$ cat config.mk
export PLATFORM = sky130hd
export DESIGN_NAME = button_debounce
export DESIGN_NICKNAME = d
export VERILOG_FILES = /design/src/rtl/button_debounce.sv
export SDC_FILE = /design/constraint.sdc
export NUM_CORES = 1
export LEC_CHECK = 0
export CELL_PAD_IN_SITES_DETAIL_PLACEMENT = 0
export CELL_PAD_IN_SITES_GLOBAL_PLACEMENT = 1
export CORE_MARGIN = 2
export CORE_UTILIZATION = 47
export CTS_CLUSTER_SIZE = 25
export DETAILED_ROUTE_END_ITERATION = 7
export HOLD_SLACK_MARGIN = 0.06
export PLACE_DENSITY_LB_ADDON = 0.2
export SYNTH_ARGS = -nofsm -noshare
export SYNTH_HDL_FRONTEND = slang
export SYNTH_SLANG_ARGS = --single-unit
$ cat constraint.sdc
create_clock -name i_clk -period 2.7 [get_ports i_clk]
set_input_delay 0.27 -clock i_clk [delete_from_list [all_inputs] [get_ports i_clk]]
set_output_delay 0.27 -clock i_clk [all_outputs]
set_load 0.02 [all_outputs]
$ cat src/rtl/button_debounce.sv
// button_debounce
// Turns one raw, bouncing push-button pin into clean single-clock events:
// a debounced level, one-cycle press/release/long-press pulses and a
// press-toggled LED drive bit.

module button_debounce #(
    parameter int unsigned DEBOUNCE_CYCLES   = 250000,
    parameter int unsigned LONG_PRESS_CYCLES = 25000000,
    parameter bit          ACTIVE_LOW        = 1'b1
) (
    input  logic i_clk,
    input  logic i_rst_n,
    input  logic i_btn,
    output logic o_level,
    output logic o_press,
    output logic o_release,
    output logic o_long_press,
    output logic o_toggle
);

    localparam int unsigned DEB_W  = $clog2(DEBOUNCE_CYCLES);
    localparam int unsigned HOLD_W = $clog2(LONG_PRESS_CYCLES);

    localparam logic [DEB_W-1:0]  DEB_LAST  = DEB_W'(DEBOUNCE_CYCLES - 1);
    localparam logic [DEB_W-1:0]  DEB_ONE   = DEB_W'(1);
    localparam logic [HOLD_W-1:0] HOLD_LAST = HOLD_W'(LONG_PRESS_CYCLES - 1);
    localparam logic [HOLD_W-1:0] HOLD_ONE  = HOLD_W'(1);

    // Pin level seen while the button is not pressed.
    localparam logic RELEASED_PIN = ACTIVE_LOW;

    typedef enum logic [1:0] {
        Released,
        DebPress,
        Held,
        DebRelease
    } state_t;

    logic sync1_q;
    logic sync2_q;
    logic pressed;

    state_t            state_q,    state_d;
    logic [DEB_W-1:0]  debCnt_q,   debCnt_d;
    logic [HOLD_W-1:0] holdCnt_q,  holdCnt_d;
    logic              longDone_q, longDone_d;
    logic              level_q,    level_d;
    logic              press_q,    press_d;
    logic              release_q,  release_d;
    logic              long_q,     long_d;
    logic              toggle_q,   toggle_d;

    // Two-flop synchronizer; reset to the idle pin level so reset never looks like a press.
    always_ff @(posedge i_clk) begin
        if (!i_rst_n) begin
            sync1_q <= RELEASED_PIN;
            sync2_q <= RELEASED_PIN;
        end else begin
            sync1_q <= i_btn;
            sync2_q <= sync1_q;
        end
    end

    // Normalise polarity so that 1 always means the button is pressed.
    assign pressed = sync2_q ^ ACTIVE_LOW;

    // State, counters and registered outputs; reset aborts any debounce or hold silently.
    always_ff @(posedge i_clk) begin
        if (!i_rst_n) begin
            state_q    <= Released;
            debCnt_q   <= '0;
            holdCnt_q  <= '0;
            longDone_q <= 1'b0;
            level_q    <= 1'b0;
            press_q    <= 1'b0;
            release_q  <= 1'b0;
            long_q     <= 1'b0;
            toggle_q   <= 1'b0;
        end else begin
            state_q    <= state_d;
            debCnt_q   <= debCnt_d;
            holdCnt_q  <= holdCnt_d;
            longDone_q <= longDone_d;
            level_q    <= level_d;
            press_q    <= press_d;
            release_q  <= release_d;
            long_q     <= long_d;
            toggle_q   <= toggle_d;
        end
    end

    // Next-state logic: accept a level only after it is stable long enough; pulses default low.
    always_comb begin
        state_d    = state_q;
        debCnt_d   = debCnt_q;
        holdCnt_d  = holdCnt_q;
        longDone_d = longDone_q;
        level_d    = level_q;
        toggle_d   = toggle_q;
        press_d    = 1'b0;
        release_d  = 1'b0;
        long_d     = 1'b0;

        case (state_q)
            Released: begin
                if (pressed) begin
                    state_d  = DebPress;
                    debCnt_d = '0;
                end
            end
            DebPress: begin
                if (!pressed) begin
                    state_d = Released;
                end else if (debCnt_q == DEB_LAST) begin
                    state_d    = Held;
                    level_d    = 1'b1;
                    press_d    = 1'b1;
                    toggle_d   = ~toggle_q;
                    holdCnt_d  = '0;
                    longDone_d = 1'b0;
                end else begin
                    debCnt_d = debCnt_q + DEB_ONE;
                end
            end
            Held: begin
                if (!pressed) begin
                    state_d  = DebRelease;
                    debCnt_d = '0;
                end else if ((holdCnt_q == HOLD_LAST) && !longDone_q) begin
                    long_d     = 1'b1;
                    longDone_d = 1'b1;
                end else if (holdCnt_q < HOLD_LAST) begin
                    holdCnt_d = holdCnt_q + HOLD_ONE;
                end
            end
            DebRelease: begin
                if (pressed) begin
                    state_d = Held;
                end else if (debCnt_q == DEB_LAST) begin
                    state_d   = Released;
                    level_d   = 1'b0;
                    release_d = 1'b1;
                end else begin
                    debCnt_d = debCnt_q + DEB_ONE;
                end
            end
            default: begin
                state_d = Released;
            end
        endcase
    end

    assign o_level      = level_q;
    assign o_press      = press_q;
    assign o_release    = release_q;
    assign o_long_press = long_q;
    assign o_toggle     = toggle_q;

endmodule

# Yosys cells after proc, flatten, opt, wreduce, memory -nomap -nowiden
# Index checks and enable logic that the tools add are counted.
# classes
n_eq_ne	17
reduce_logical	14
n_lt_le_gt_ge	1
n_addsub	2
muxes	30
bitwise_logic	5
# op_table
op	count
2-to-1 mux 25 bit	5
2-to-1 mux 18 bit	5
case mux 18 bit (4 select lines)	1
case mux 25 bit (2 select lines)	1
adder 25 x 1 -> 25 bit (second input constant)	1
equality test 25 bit (second input constant)	1
< comparator 25 bit (second input constant)	1
!= test 2 bit (second input constant)	10
adder 18 x 1 -> 18 bit (second input constant)	1
equality test 18 bit (second input constant)	1
2-to-1 mux 2 bit	6
AND reduction 5 bit	2
2-to-1 mux 1 bit	9
case mux 2 bit (4 select lines)	1
AND reduction 4 bit	2
!= test 3 bit (second input constant)	2
AND reduction 3 bit	2
AND reduction 6 bit	1
OR reduction 3 bit	2
inverter 1 bit	5
equality test 2 bit (second input constant)	2
case mux 1 bit (2 select lines)	2
nonzero test 2 bit	2
equality test 2 x 1 -> 1 bit (second input constant)	1
3 further kinds	3
# word_totals
wordCells	80
out_inout_bits	5
ff_bits	53

# Logic depth before layout (Yosys ltp)
# depth
word_depth	5
depth_mapped	8
ltp_nobuf	7

# Least setup slack after synthesis
# Ideal clock, no wire load.
# synth_path
path_type	register to register
startpoint	register debCnt_q[0]
endpoint	register holdCnt_q[15]
synth_period_minus_slack_ns	2.008
path_stages_with_launch	9
n_path_buf	1
setup_ns	0.128
t_arrival_ns	1.880
setup_slack_ns	0.692
path_cell_list	dfxtp_1 > ha_1 > and3_1 > nand3_2 > o41ai_4 > a21oi_4 > buf_6 > o21ai_1 > o41ai_1
# synth_via
elab_chain_cells	3
# synth_lines
item	line	source
start, declared	44	logic [DEB_W-1:0] debCnt_q, debCnt_d;
start signal, assigned	81	debCnt_q <= debCnt_d;
equality test 18 bit	114	end else if (debCnt_q == DEB_LAST) begin
!= test 2 bit (no source line)	n/a	
AND reduction 6 bit (no source line)	n/a	
end signal, assigned	82	holdCnt_q <= holdCnt_d;
end, declared	45	logic [HOLD_W-1:0] holdCnt_q, holdCnt_d;
# Every way passes these cells.
# A chain may end at the register's enable or synchronous reset.

# Worst setup path after layout
# layout_path
startpoint	register debCnt_q[0]
endpoint	register holdCnt_q[6]
# Same word-level chain as after synthesis.

==> run_results.csv <==
group,metric,value,unit
place,port_buffers,7,
worst_setup_path,cp_max_fo,18,
power,p_leak,1.09,nW
sta,setup_viol,0,
sta,worstMarginPinSlew,0.602,ns
worst_setup_path,crit_required,2.90,ns
synthesis,synth_edf_count,0,
sta,rsz0062_at_grt,"no",
die,die_x,80.0,µm
die,die_y,80.0,µm
layout,layout_common_cells,"dfxtp_1 (53), nor2_1 (43), nand3_1 (22)",
synthesis,ys_ff_latch,53,
clocking,post_cts_buffers,0,
detailed_routing,wl_per_cell,14.9,µm
synthesis,seq_area_frac_synth,39.0,%
worst_setup_path,worstReg2RegStart,"debCnt_q[0]",
synthesis,syn_area,2720,µm²
clocking,cts_root_buf,"clkbuf_8",
power,powerDensity,430,nW/µm²
clocking,post_cts_resized,0,
synthesis,synth_ff_type,"dfxtp_1",
sta,tns,0,ns
global_route,grt_max_degree,19,
clocking,cts_hold_buf,0,
clocking,cts_tree,"done",
layout,fin_nets,335,
sta,slew_headroom,59.8,%
hold_path,hold_path_class,"reg2reg",
layout,final_util,54.4,%
synthesis,yosys_warnings,0,
die,initial_core_util,49.1,%
layout,drive_gt1_share,10.9,%
die,fp.coreArea,5540,µm²
detailed_routing,via_per_inst,5.80,
place,place_area,2920,µm²
sta,period_share,87.2,%
layout,n_antenna_cell,0,
clocking,cts_max_level,2,
hold_path,hp-start,"sync1_q",
detailed_routing,drcViolationCount,0,
clocking,clock_latency,0.31,ns
global_route,grt_pass1_vias,2114,
detailed_routing,dr.pass1.iters,4,
clocking,clk_path_buf_depth,2,
worst_setup_path,startpoint,"debCnt_q[0]",
outcome,outcome,"finished clean",
clocking,cts.sinks,53,
sta,finalClockSkew,0.00675,ns
sta,worst_slack,0.345,ns
layout,final_area,3010,µm²
synthesis,syn_inst,313,
global_route,antenna_found_initial,0,
place,hpwl,4310,µm
layout,layout_commonest_cell,"dfxtp_1",
layout,syn_to_final_growth,10.9,%
sta,hold_violations,0,
worst_setup_path,critical_path_class,"reg2reg",
detailed_routing,dr_total_vias,2339,
global_route,grt_pass1_wl,10500,µm
global_route,grt_usage,20.6,%
clocking,cts_buffers,5,
clocking,path_clk_slew,0.10,ns
synthesis,synth_cell_types,52,
sta,fmax,425,MHz
synthesis,synth.net_count,318,
worst_setup_path,worstPathArrival,2.55,ns
place,gp_congestion,0.912,
synthesis,syn_area_per_cell,8.68,µm²
die,pin_count,8,
job,maxCapViolations,0,
die,dieArea,6410,µm²
worst_setup_path,startpoint_type,"register",
sta,post-route-min-period,2.35,ns
place,pre_cts_slack,0.389,ns
global_route,gr-total-overflow,0,
detailed_routing,drt_iter0_markers,132,
worst_setup_path,cp-end-kind,"register",
synthesis,synthArstFlopShare,0,%
detailed_routing,antenna_left,0,
power,vdd_ir_drop_max,200,µV
sta,slew_viol_final,0,
detailed_routing,wl,6000,µm
die,num_rows,27,
==> report_power, final <==
| part | switching, mW | internal [mW] |
|---|---|---|
| Combinational | 0.0184 | 0.0107 |
| Clock | 0.270 | 0.209 |
| Sequential | 0.00404 | 0.784 |
| Total | 0.293 | 1.00 |
==> cell families (layout without fill, tap and decap cells) <==
kind of cell,after synthesis,in the layout,share of synthesized area [%]
AND/OR/NAND/NOR,154,154,31.8
AO/OA/AOI/OAI,72,72,19.4
flip-flops,53,53,39.0
XOR/XNOR,21,21,6.77
buffers and inverters,11,29,2.03
adder cells (fa/ha/maj),2,2,0.921
==> registers in the layout (all words and copies together) (netlist names), named ones only <==
| signal | cells |
|---|---|
| o_press | 1 |
| sync1_q | 1 |
| o_toggle | 1 |
| holdCnt_q | 25 |
| o_level | 1 |
| debCnt_q | 18 |
| o_release | 1 |
| sync2_q | 1 |
| state_q | 1 |
| o_long_press | 1 |
| longDone_q | 1 |
==> metal layers <==
layer / part of all wire, % / wire length [µm] / GRT usage [%]
met1: 54 / 3240 / 31.8
met2: 41 / 2430 / 28.9
met3: 4.2 / 254 / 3.39
met4: 1.2 / 74 / 5.93
met5: 0 / 0 / 0
==> final timing paths <==
| kind | slack (ns) | cells after the start | end |
|---|---|---|---|
| max | 0.35 | 7 | holdCnt_q[6] |
| min | 0.43 | 1 | sync2_q |
| max reg2reg | 0.35 | 7 | holdCnt_q[6] |
| min reg2reg | 0.43 | 1 | sync2_q |
==> cell type report <==
| class | count | area, µm² |
|---|---|---|
| Clock buffer | 6 | 82.6 |
| Clock inverter | 2 | 13.8 |
| Fill cell | 551 | 2530 |
| Inverter | 3 | 11.3 |
| Multi-Input combinational cell | 249 | 1600 |
| Sequential cell | 53 | 1060 |
| Tap cell | 72 | 90.1 |
| Timing Repair Buffer | 18 | 153 |
==> critical path, cell delays in order (launching register included) <==
cell	delay [ns]
dfxtp_1	0.41
ha_1	0.22
and3_1	0.27
nand3_2	0.22
o41ai_4	0.63
a21oi_4	0.20
o21ai_1	0.20
o31ai_1	0.08
==> through the flow <==
| step | hold WS [ns] | instances | power [mW] |
|---|---|---|---|
| 3_3_place_gp | 0.399 | 395 | 0.836 |
| 5_1_grt | 0.442 | 403 | 1.35 |
| 2_1_floorplan | 0.343 | 313 | 0.825 |
| 3_5_place_dp | 0.405 | 395 | 0.836 |
| 4_1_cts | 0.431 | 403 | 1.31 |
| 6_report | 0.425 | 403 | 1.30 |
==> synth_stat cells, drive strengths merged, types with 3 or more instances <==
master / instances / area share [%]
a211oi: 3 / 1.0
a21oi: 12 / 2.9
a31oi: 5 / 1.2
and2: 10 / 2.4
and3: 10 / 2.3
and4: 3 / 1.1
buf: 4 / 1.1
clkbuf: 4 / 0.55
dfxtp: 53 / 39
inv: 3 / 0.41
nand2: 20 / 2.8
nand2b: 4 / 0.92
nand3: 25 / 5.2
nand4: 17 / 3.9
nor2: 43 / 5.9
nor3: 5 / 0.92
nor4: 3 / 1.5
nor4b: 4 / 1.7
o21ai: 29 / 5.3
o31ai: 10 / 2.8
o41ai: 6 / 3.3
or3: 4 / 1.1
xor2: 19 / 6.1
Power figures use the tool's default switching activity.
